`config.mk`:
```
export PLATFORM = sky130hd
export DESIGN_NAME = store_buffer_flat
export DESIGN_NICKNAME = d
export VERILOG_FILES = /design/src/rtl/store_buffer_if.sv /design/src/rtl/store_buffer.sv /design/src/flat_wrapper.sv
export SDC_FILE = /design/constraint.sdc
export NUM_CORES = 1
export LEC_CHECK = 0
export CORE_MARGIN = 2
export CORE_UTILIZATION = 35
export DETAILED_ROUTE_END_ITERATION = 6
export PLACE_DENSITY = 0.63
export SLEW_MARGIN = 5
export SYNTH_ARGS = -nofsm -noshare
export SYNTH_HDL_FRONTEND = slang
export SYNTH_SLANG_ARGS = --single-unit
export TNS_END_PERCENT = 1
```
`constraint.sdc`:
```
create_clock -name CLK -period 3.4 [get_ports CLK]
set_clock_uncertainty 0.05 [all_clocks]
set_input_delay 0.68 -clock CLK [delete_from_list [all_inputs] [get_ports CLK]]
set_output_delay 0.68 -clock CLK [all_outputs]
set_load 0.01 [all_outputs]
```
`src/rtl/store_buffer_if.sv`:
```
// Bus bundle between the MEM-stage load/store port, the store buffer and Data_Memory.
// The slave modport is the store buffer. The master modport is its environment: the CPU
// request side plus the memory read-data return.
interface store_buffer_if #(
    parameter int unsigned AW = 32,
    parameter int unsigned DW = 32
);
    logic [AW-1:0] cpu_addr;
    logic [DW-1:0] cpu_wdata;
    logic          cpu_we;
    logic          cpu_re;
    logic          cpu_stall;
    logic          cpu_rvalid;
    logic [DW-1:0] cpu_rdata;
    logic          buf_empty;
    logic [AW-1:0] mem_address;
    logic [DW-1:0] mem_wdata;
    logic          mem_write;
    logic          mem_read;
    logic [DW-1:0] mem_rdata;

    modport master (
        output cpu_addr, cpu_wdata, cpu_we, cpu_re, mem_rdata,
        input  cpu_stall, cpu_rvalid, cpu_rdata, buf_empty,
        input  mem_address, mem_wdata, mem_write, mem_read
    );

    modport slave (
        input  cpu_addr, cpu_wdata, cpu_we, cpu_re, mem_rdata,
        output cpu_stall, cpu_rvalid, cpu_rdata, buf_empty,
        output mem_address, mem_wdata, mem_write, mem_read
    );
endinterface

```
`src/rtl/store_buffer.sv`:
```
// Write buffer between the MEM-stage load/store port and Data_Memory.
// Stores retire into a DEPTH-entry FIFO in one cycle and drain whenever the memory port is
// not used by a load. Loads take one cycle: either forwarded from the youngest matching
// buffered store or read from memory.
// Optional feature macro: STORE_FWD_EN (store-to-load forwarding). When undefined, a load
// waits until the buffer has fully drained and then reads memory.
module store_buffer #(
    parameter int unsigned DEPTH = 4,
    parameter int unsigned AW    = 32,
    parameter int unsigned DW    = 32
) (
    input logic             CLK,
    input logic             RST_N,
    store_buffer_if.slave   bus_io
);

    localparam int unsigned PtrW = $clog2(DEPTH);
    localparam int unsigned CntW = PtrW + 1;

    typedef enum logic [0:0] {
        StRun,
        StLoadWait
    } state_e;

    // Control state
    state_e          state_q;
    logic [PtrW-1:0] head_q, head_d;
    logic [PtrW-1:0] tail_q, tail_d;
    logic [CntW-1:0] count_q, count_d;
    logic            rd_mem_q;
    logic [DW-1:0]   rdata_q;

    // Entry storage
    logic [AW-1:0]   ent_addr_q [DEPTH];
    logic [DW-1:0]   ent_data_q [DEPTH];

    // Decoded request / port arbitration
    logic            running;
    logic            full;
    logic            empty;
    logic            store_acc;
    logic            load_req;
    logic            load_acc;
    logic            load_mem;
    logic            drain;
    logic            fwd_hit;
    logic [DW-1:0]   fwd_data;

    assign running = (state_q == StRun);
    assign full    = (count_q == CntW'(DEPTH));
    assign empty   = (count_q == '0);

    // A slot freed by this cycle's drain is deliberately not reused in the same cycle.
    assign store_acc = running && bus_io.cpu_we && !full;

    // Store wins when both requests are raised together; the load is not taken.
    assign load_req  = running && bus_io.cpu_re && !bus_io.cpu_we;

`ifdef STORE_FWD_EN
    logic [PtrW-1:0] fwd_idx;

    // Scan oldest to youngest so the youngest matching entry is the one left in fwd_data.
    always_comb begin
        fwd_hit  = 1'b0;
        fwd_data = '0;
        fwd_idx  = '0;
        for (int unsigned i = 0; i < DEPTH; i++) begin
            fwd_idx = head_q + PtrW'(i);
            if ((CntW'(i) < count_q) && (ent_addr_q[fwd_idx] == bus_io.cpu_addr)) begin
                fwd_hit  = 1'b1;
                fwd_data = ent_data_q[fwd_idx];
            end
        end
    end

    // A full buffer blocks loads so draining cannot be starved by a stream of loads.
    assign load_acc = load_req && !full;
`else
    assign fwd_hit  = 1'b0;
    assign fwd_data = '0;

    // Without forwarding memory is only coherent once every buffered store has landed.
    assign load_acc = load_req && empty;
`endif

    assign load_mem = load_acc && !fwd_hit;

    // The memory port goes to a load first; otherwise the head entry drains.
    assign drain    = !empty && !load_mem;

    // Request handshake back to the pipeline
    always_comb begin
        bus_io.cpu_stall = 1'b0;
        if (!running) begin
            bus_io.cpu_stall = bus_io.cpu_we || bus_io.cpu_re;
        end else if (bus_io.cpu_we) begin
            bus_io.cpu_stall = !store_acc;
        end else if (bus_io.cpu_re) begin
            bus_io.cpu_stall = !load_acc;
        end
    end

    // Data_Memory control: address and data are zero whenever the port is idle
    always_comb begin
        bus_io.mem_read    = load_mem;
        bus_io.mem_write   = drain;
        bus_io.mem_address = '0;
        bus_io.mem_wdata   = '0;
        if (load_mem) begin
            bus_io.mem_address = bus_io.cpu_addr;
        end else if (drain) begin
            bus_io.mem_address = ent_addr_q[head_q];
            bus_io.mem_wdata   = ent_data_q[head_q];
        end
    end

    // Load response: memory data passes straight through in the cycle after mem_read
    always_comb begin
        bus_io.cpu_rvalid = (state_q == StLoadWait);
        bus_io.cpu_rdata  = rdata_q;
        if ((state_q == StLoadWait) && rd_mem_q) begin
            bus_io.cpu_rdata = bus_io.mem_rdata;
        end
    end

    assign bus_io.buf_empty = empty;

    // FIFO pointer and occupancy next-state
    always_comb begin
        head_d  = head_q;
        tail_d  = tail_q;
        count_d = count_q + CntW'(store_acc) - CntW'(drain);
        if (store_acc) begin
            tail_d = tail_q + PtrW'(1);
        end
        if (drain) begin
            head_d = head_q + PtrW'(1);
        end
    end

    // FIFO pointers and occupancy; reset discards every buffered store
    always_ff @(posedge CLK or negedge RST_N) begin
        if (!RST_N) begin
            head_q  <= '0;
            tail_q  <= '0;
            count_q <= '0;
        end else begin
            head_q  <= head_d;
            tail_q  <= tail_d;
            count_q <= count_d;
        end
    end

    // Entry payload; validity is tracked by head/count so no reset is needed here
    always_ff @(posedge CLK) begin
        if (store_acc) begin
            ent_addr_q[tail_q] <= bus_io.cpu_addr;
            ent_data_q[tail_q] <= bus_io.cpu_wdata;
        end
    end

    // Load FSM: one wait cycle per accepted load, with registered response source and data
    always_ff @(posedge CLK or negedge RST_N) begin
        if (!RST_N) begin
            state_q  <= StRun;
            rd_mem_q <= 1'b0;
            rdata_q  <= '0;
        end else begin
            case (state_q)
                StRun: begin
                    if (load_acc) begin
                        state_q  <= StLoadWait;
                        rd_mem_q <= load_mem;
                        if (!load_mem) begin
                            rdata_q <= fwd_data;
                        end
                    end
                end
                StLoadWait: begin
                    state_q  <= StRun;
                    rd_mem_q <= 1'b0;
                    // Keep the last returned word visible after the response cycle.
                    if (rd_mem_q) begin
                        rdata_q <= bus_io.mem_rdata;
                    end
                end
                default: begin
                    state_q <= StRun;
                end
            endcase
        end
    end

`ifndef SYNTHESIS
    // Sanity checks on the memory port and occupancy
    a_rw_excl: assert property (@(posedge CLK) disable iff (!RST_N)
        !(bus_io.mem_read && bus_io.mem_write));
    a_count_max: assert property (@(posedge CLK) disable iff (!RST_N)
        count_q <= CntW'(DEPTH));
`endif

endmodule

```
`src/flat_wrapper.sv`:
```
// flat-port wrapper written by rule: the top's interface ports become plain ports
module store_buffer_flat 
#(
    parameter int unsigned DEPTH = 4,
    parameter int unsigned AW    = 32,
    parameter int unsigned DW    = 32
)
  (CLK, RST_N, bus_io_cpu_addr, bus_io_cpu_wdata, bus_io_cpu_we, bus_io_cpu_re, bus_io_mem_rdata, bus_io_cpu_stall, bus_io_cpu_rvalid, bus_io_cpu_rdata, bus_io_buf_empty, bus_io_mem_address, bus_io_mem_wdata, bus_io_mem_write, bus_io_mem_read);
  store_buffer_if #(.AW(AW), .DW(DW)) bus_io_i ();
  input logic CLK;
  input logic RST_N;
  input wire logic [$bits(bus_io_i.cpu_addr)-1:0] bus_io_cpu_addr;
  input wire logic [$bits(bus_io_i.cpu_wdata)-1:0] bus_io_cpu_wdata;
  input wire logic [$bits(bus_io_i.cpu_we)-1:0] bus_io_cpu_we;
  input wire logic [$bits(bus_io_i.cpu_re)-1:0] bus_io_cpu_re;
  input wire logic [$bits(bus_io_i.mem_rdata)-1:0] bus_io_mem_rdata;
  output wire logic [$bits(bus_io_i.cpu_stall)-1:0] bus_io_cpu_stall;
  output wire logic [$bits(bus_io_i.cpu_rvalid)-1:0] bus_io_cpu_rvalid;
  output wire logic [$bits(bus_io_i.cpu_rdata)-1:0] bus_io_cpu_rdata;
  output wire logic [$bits(bus_io_i.buf_empty)-1:0] bus_io_buf_empty;
  output wire logic [$bits(bus_io_i.mem_address)-1:0] bus_io_mem_address;
  output wire logic [$bits(bus_io_i.mem_wdata)-1:0] bus_io_mem_wdata;
  output wire logic [$bits(bus_io_i.mem_write)-1:0] bus_io_mem_write;
  output wire logic [$bits(bus_io_i.mem_read)-1:0] bus_io_mem_read;
  assign bus_io_i.cpu_addr = bus_io_cpu_addr;
  assign bus_io_i.cpu_wdata = bus_io_cpu_wdata;
  assign bus_io_i.cpu_we = bus_io_cpu_we;
  assign bus_io_i.cpu_re = bus_io_cpu_re;
  assign bus_io_i.mem_rdata = bus_io_mem_rdata;
  assign bus_io_cpu_stall = bus_io_i.cpu_stall;
  assign bus_io_cpu_rvalid = bus_io_i.cpu_rvalid;
  assign bus_io_cpu_rdata = bus_io_i.cpu_rdata;
  assign bus_io_buf_empty = bus_io_i.buf_empty;
  assign bus_io_mem_address = bus_io_i.mem_address;
  assign bus_io_mem_wdata = bus_io_i.mem_wdata;
  assign bus_io_mem_write = bus_io_i.mem_write;
  assign bus_io_mem_read = bus_io_i.mem_read;
  store_buffer #(.DEPTH(DEPTH), .AW(AW), .DW(DW)) u_core (.CLK(CLK), .RST_N(RST_N), .bus_io(bus_io_i));
endmodule
```
==> impl_metrics.yaml, run 1 <==
setup_path:
  worst-endpoint-arrival_ns: 2.54
  path_cells: "buf_4 > mux4_2 > a22o_1 > clkdlybuf4s50_1"
  slowest_delay_ns: 0.56
  cp_max_fo: 9
  r2r_slack_ns: 0.94
  required_ns: 2.67
  crit_slowest_cell: "dfrtp_4"
  path_class: "flop to output port"
  end_kind: "output port"
  crit_path_start_kind: "flop"
sta:
  timing.hold.ws_ns: 0.1304
  max_clock_freq_ghz: 0.3056
  period_share_pct: 96.25
  tightest_slew_ns: 0.7006
  slew_headroom_pct: 53.29
  hold_viol_final: 0
  finalSetupViolCount: 0
  fin_crit_ns: 3.273
  setup_ws_ns: 0.1275
  slew_violations: 0
  rsz0062_at_grt: "yes"
logic_synthesis:
  synth_top_area_share_pct: 64.65
  ys_top_cells_by_count: "edfxtp_1, mux4_2, mux2_2"
  syn_area_per_cell_um2: 21.43
  synth-edff-count: 256
  synth_warnings: 0
  yosysMostFrequentCell: "edfxtp_1"
  syn_area_um2: 11890
  ys.flop_type: "edfxtp_1"
  synth_nets: 662
  async_reset_ff_share_pct: 13.80
  synth_cell_types: 26
  synth_seq_area_share_pct: 73.27
  ys_seq_elements: 297
  yosysTopAreaCell: "edfxtp_1"
  ys_top_cells_by_area: "edfxtp_1, mux4_2, dfrtp_1, mux2_2, a22o_1"
  postSynthCellCount: 555
clocking:
  clk_pin_slew_ns: 0.06
  cts-root-buf: "clkbuf_16"
  cts_made_buffers: 31
  ctsHoldBuffers: 0
  cts_tree: "built"
  cts_max_level: 1
  clock_path_buffers: 3
  clock_latency_ns: 0.54
  cts_num_sinks: 297
detailed_routing:
  vias: 6005
  wl_per_cell_um: 19.42
  routed_wirelength_um: 24430
  drtAntennaViolNets: 0
  via_per_inst: 4.773
  first_iter_violations: 305
  drc: 0
  firstDrtPassIters: 4
floorplanning:
  num_rows: 67
  dieHeight_um: 188.3
  die_x_um: 188.3
  die_area_um2: 35470
  pin_count: 201
  core_area_um2: 33530
  initial_utilization_pct: 35.46
power:
  intPower_mw: 10.30
  p_seq_share_pct: 36.8
  p_leak_nw: 5.410
  p_comb_share_pct: 38.8
  p_switching_mw: 3.938
  switching_share_pct: 27.66
  ir_drop_uv: 451.0
  power_mw: 14.24
  power_density_nw_per_um2: 907.4
  power_frac_clock_pct: 24.4
grt:
  grt_first_pass_wirelength_um: 37570
  grt_max_degree: 45
  grt_util_all_layers_pct: 13.70
  grt.overflow.total: 0
  antenna_found_initial: 0
  grt_pass1_vias: 6404
placement:
  gp_congestion: 0.6845
  dpl.hpwl_um: 15590
  dp_worst_setup_slack_ns: 0.2012
  dp_cells: 1194
  port_buffers: 200
job:
  drv_cap: 0
final_layout:
  post-route-util_pct: 46.79
  area_growth_pct: 31.93
  stdcell_count: 1258
  nets: 893
  drive_gt1_share_pct: 23.83
  n_antenna_cell: 0
worst_hold_path:
  hold_class: "input port to asynchronous set/reset pin"
outcome:
  status: "finished clean"
[worst max-delay path, delay by kind of cell (launching register included)]
kind	cells	cell delay [ns]
buffers and inverters	2	0.70
DFF	1	0.56
muxes	1	0.53
AOI/OAI and AO/OA	1	0.21
[placed cells by master, fill, tap and decap left out, drive strengths merged]
cell type / n
buf: 30
mux4: 64
xnor2: 4
nor2: 1
ha: 6
and2: 36
and4: 2
inv: 9
clkdlybuf4s50: 198
dlymetal6s2s: 1
a21o: 1
clkbuf: 43
nand2: 2
xor2: 1
fa: 1
clkinv: 8
bufinv: 6
a22o: 32
mux2: 65
a311oi: 1
nor3: 2
edfxtp: 256
dfrtp: 41
[layer usage]
layer	GRT usage [%]	share of wire (%)	wire (um)
met1	17.34	42	10170
met2	23.90	51	12450
met3	2.701	5.2	1264
met4	4.056	2.2	537
met5	0	0	0
[what timing repair did]
item	CTS	global route
endpoints found under the setup margin	51	36
buffers inserted	4	3
pin swaps	0	2
gates resized for setup	0	1
[area by class of cell]
cell class / instances / area, um^2
clock buffers: 43 / 840.8
clock inverters: 14 / 211.5
fillers: 2865 / 17840
inverters: 9 / 33.78
multi-input cells: 218 / 2917
flip-flops and latches: 297 / 8721
well taps: 448 / 560.5
repair buffers: 229 / 2405
[final timing paths]
| kind | endpoint | startpoint | cells after the start |
|---|---|---|---|
| setup / recovery | bus_io_mem_address[26] | u_core.head_q[0] | 4 |
| hold / removal | u_core.rdata_q[14] | RST_N | 1 |
| setup reg to reg | u_core.count_q[2] | u_core.count_q[1] | 8 |
| hold reg to reg | u_core.rdata_q[1] | u_core.rdata_q[1] | 1 |
| max in group asynchronous | u_core.rdata_q[22] | RST_N | 2 |
| min in group CLK | u_core.rdata_q[1] | u_core.rdata_q[1] | 1 |
[stage by stage]
step | cell area, um^2 | setup TNS (ns)
5_1_grt | 15690 | -0.01492
3_5_place_dp | 14580 | 0
4_1_cts | 15660 | 0
6_report | 15690 | 0
2_1_floorplan | 11890 | 0
3_3_place_gp | 14580 | 0
[cells by family after synthesis]
family                     synth area share (%)
AOI/OAI and AO/OA                         2.641
adders and majority gates                0.7997
buffers and inverters                     2.304
muxes                                     18.28
and+or+nand+nor                           2.336
DFF                                       73.27
xor gates and xnor gates                 0.3682
[power by group through the flow]
| stage | combinational, mW | sequential (mW) | clock, mW |
|---|---|---|---|
| 6_report | 5.52 | 5.24 | 3.47 |
| 5_1_grt | 5.94 | 5.33 | 3.72 |
| 4_1_cts | 5.66 | 5.26 | 3.59 |
| 3_5_place_dp | 5.55 | 5.37 | 0 |
| 3_3_place_gp | 5.53 | 5.33 | 0 |
| 2_1_floorplan | 3.06 | 5.18 | 0 |
[sequential cells by signal, summed over array words and instances (netlist names)]
| signal | count |
|---|---|
| u_core.rdata_q | 32 |
| u_core.head_q | 2 |
| u_core.ent_addr_q | 128 |
| u_core.ent_data_q | 128 |
| u_core.rd_mem_q | 1 |
| u_core.count_q | 3 |
| u_core.bus_io.cpu_rvalid | 1 |
| u_core.tail_q | 2 |
No activity file was read; power rests on OpenSTA's default activity.
==> run 2, diff against run 1 <==
--- a/config.mk
+++ b/config.mk
@@ -13,4 +13,3 @@
 export SYNTH_ARGS = -nofsm -noshare
 export SYNTH_HDL_FRONTEND = slang
 export SYNTH_SLANG_ARGS = --single-unit
-export TNS_END_PERCENT = 1
==> run 2 against run 1 <==
  * Final cell count hardly changed
  * Sequential share of layout area hardly changed
  * Via count hardly changed
  * Combinational power hardly changed
  * Core utilization hardly changed
  * Clock power hardly changed
  * Routed wire length hardly changed
  * Critical path depth stayed put
  * Register-to-register slack better by 0.09 ns
  * Die area stayed put
  * Largest cell class unchanged
  * Highest routed layer unchanged
==> impl_metrics.yaml, run 2 (synthesized netlist as in run 1, its figures left out) <==
outcome:
  status: "finished clean"
sta:
  slew_violations: 0
  max_clock_freq_ghz: 0.3056
  finalSetupViolCount: 0
  hold_viol_final: 0
  slew_headroom_pct: 53.41
  rsz0062_at_grt: "no"
  timing.hold.ws_ns: 0.1291
  period_share_pct: 96.25
  tightest_slew_ns: 0.6988
  fin_tns_setup_ns: 0
  fin_crit_ns: 3.272
floorplanning:
  num_rows: 67
  pin_count: 201
  dieHeight_um: 188.3
  die_x_um: 188.3
  core_area_um2: 33530
  initial_utilization_pct: 35.46
  die_area_um2: 35470
worst_hold_path:
  hold_class: "input port to asynchronous set/reset pin"
final_layout:
  top_regs: "u_core.ent_addr_q x128, u_core.ent_data_q x128, u_core.rdata_q x32"
  drive_gt1_share_pct: 23.92
  fill_cells: 2867
  final_common_cell: "edfxtp_1"
  area_growth_pct: 32.02
  nets: 894
  final_cell_mix: "edfxtp_1, clkdlybuf4s50_1, mux4_2, mux2_2, dfrtp_1"
  n_antenna_cell: 0
detailed_routing:
  firstDrtPassIters: 4
  wl_per_cell_um: 19.39
  drc: 0
  first_iter_violations: 321
  drtAntennaViolNets: 0
  via_per_inst: 4.768
  vias: 6003
  routed_wirelength_um: 24420
placement:
  gp_congestion: 0.6845
  port_buffers: 200
  dpl.hpwl_um: 15590
power:
  p_seq_share_pct: 36.8
  ir_drop_uv: 451.0
  power_density_nw_per_um2: 907.4
  intPower_mw: 10.31
  p_switching_mw: 3.941
  switching_share_pct: 27.66
  p_comb_share_pct: 38.8
  power_frac_clock_pct: 24.4
  p_leak_nw: 5.416
grt:
  grt_max_degree: 45
  grt_util_all_layers_pct: 13.70
  grt.overflow.total: 0
  antenna_found_initial: 0
  grt_pass1_vias: 6404
  grt_first_pass_wirelength_um: 37570
setup_path:
  slowest_delay_ns: 0.56
  crit_path_start_kind: "flop"
  path_cells: "buf_4 > mux4_2 > a22o_1 > clkdlybuf4s50_1"
  required_ns: 2.67
  path_class: "flop to output port"
  worst-endpoint-arrival_ns: 2.54
  cp_max_fo: 9
  crit_slowest_cell: "dfrtp_4"
  end_kind: "output port"
clocking:
  clock_path_buffers: 3
  cts_num_sinks: 297
  cts_max_level: 1
  clk_pin_slew_ns: 0.06
  cts_made_buffers: 31
  cts-root-buf: "clkbuf_16"
  clock_latency_ns: 0.54
  cts_tree: "built"
  ctsHoldBuffers: 0
job:
  drv_cap: 0
==> run 2: cell types whose count changed in the layout (fill, tap and decap cells not counted) <==
cell | previous run | this run
inv_4 | 0 | 1
inv_2 | 2 | 1
buf_4 | 14 | 15
==> run 2: cell type report <==
cell class,count,area [um^2],share of cell area [%]
Clock inverter,14,211.5,1.347
Timing Repair Buffer,230,2412,15.37
Sequential cell,297,8721,55.55
Tap cell,448,560.5,3.571
Clock buffer,43,840.8,5.356
Inverter,9,36.28,0.2311
Multi-Input combinational cell,218,2917,18.58
==> run 2: path summary, 6_finish.rpt <==
| path | slack [ns] | from | depth (start not counted) | end |
|---|---|---|---|---|
| worst max-delay path | 0.13 | u_core.head_q[0] | 4 | bus_io_mem_address[26] |
| worst min-delay path | 0.13 | RST_N | 1 | u_core.rdata_q[14] |
| worst max register to register | 1.03 | u_core.count_q[1] | 9 | u_core.count_q[2] |
| worst min register to register | 0.44 | u_core.rdata_q[1] | 1 | u_core.rdata_q[1] |
| max in group asynchronous | 2.53 | RST_N | 2 | u_core.rdata_q[22] |
| min in group CLK | 0.44 | u_core.rdata_q[1] | 1 | u_core.rdata_q[1] |
==> run 2: power by group through the flow <==
stage	registers (mW)	logic (mW)	clock network, mW
floorplan	5.18	3.06	0
global placement	5.33	5.53	0
detailed placement	5.37	5.55	0
CTS	5.26	5.66	3.59
global route	5.33	5.95	3.72
finish	5.24	5.53	3.47
==> run 2: layer usage <==
metal	GRT usage, %	routed length [um]	vias up
met5	0	0	-
met4	4.056	537	0
met3	2.701	1260	34
met2	23.90	12420	151
met1	17.34	10190	3095
li1	-	-	2723
==> run 2: critical path, delay by kind of cell, from the launching register on <==
family / cells / cell delay (ns)
AOI/OAI and AO/OA: 1 / 0.21
DFF: 1 / 0.56
buffers and inverters: 2 / 0.70
muxes: 1 / 0.53
==> run 2: what timing repair did <==
item,4_1_cts,5_1_grt
endpoints found under the setup margin,51,36
buffers inserted,4,4
pin swaps,0,2
resized for setup,0,3
==> run 2: stage by stage <==
stage | power, mW | cells | utilization, % | cell area, um^2 | setup slack (ns)
after floorplan | 8.244 | 555 | - | 11890 | 0.2760
after global placement | 10.85 | 1194 | 43.49 | 14580 | 0.2197
after detailed placement | 10.92 | 1194 | 43.49 | 14580 | 0.2012
after CTS | 14.51 | 1255 | 46.71 | 15660 | 0.03408
after global routing | 14.99 | 1259 | 46.82 | 15700 | 0.001016
final | 14.25 | 1259 | 46.82 | 15700 | 0.1275
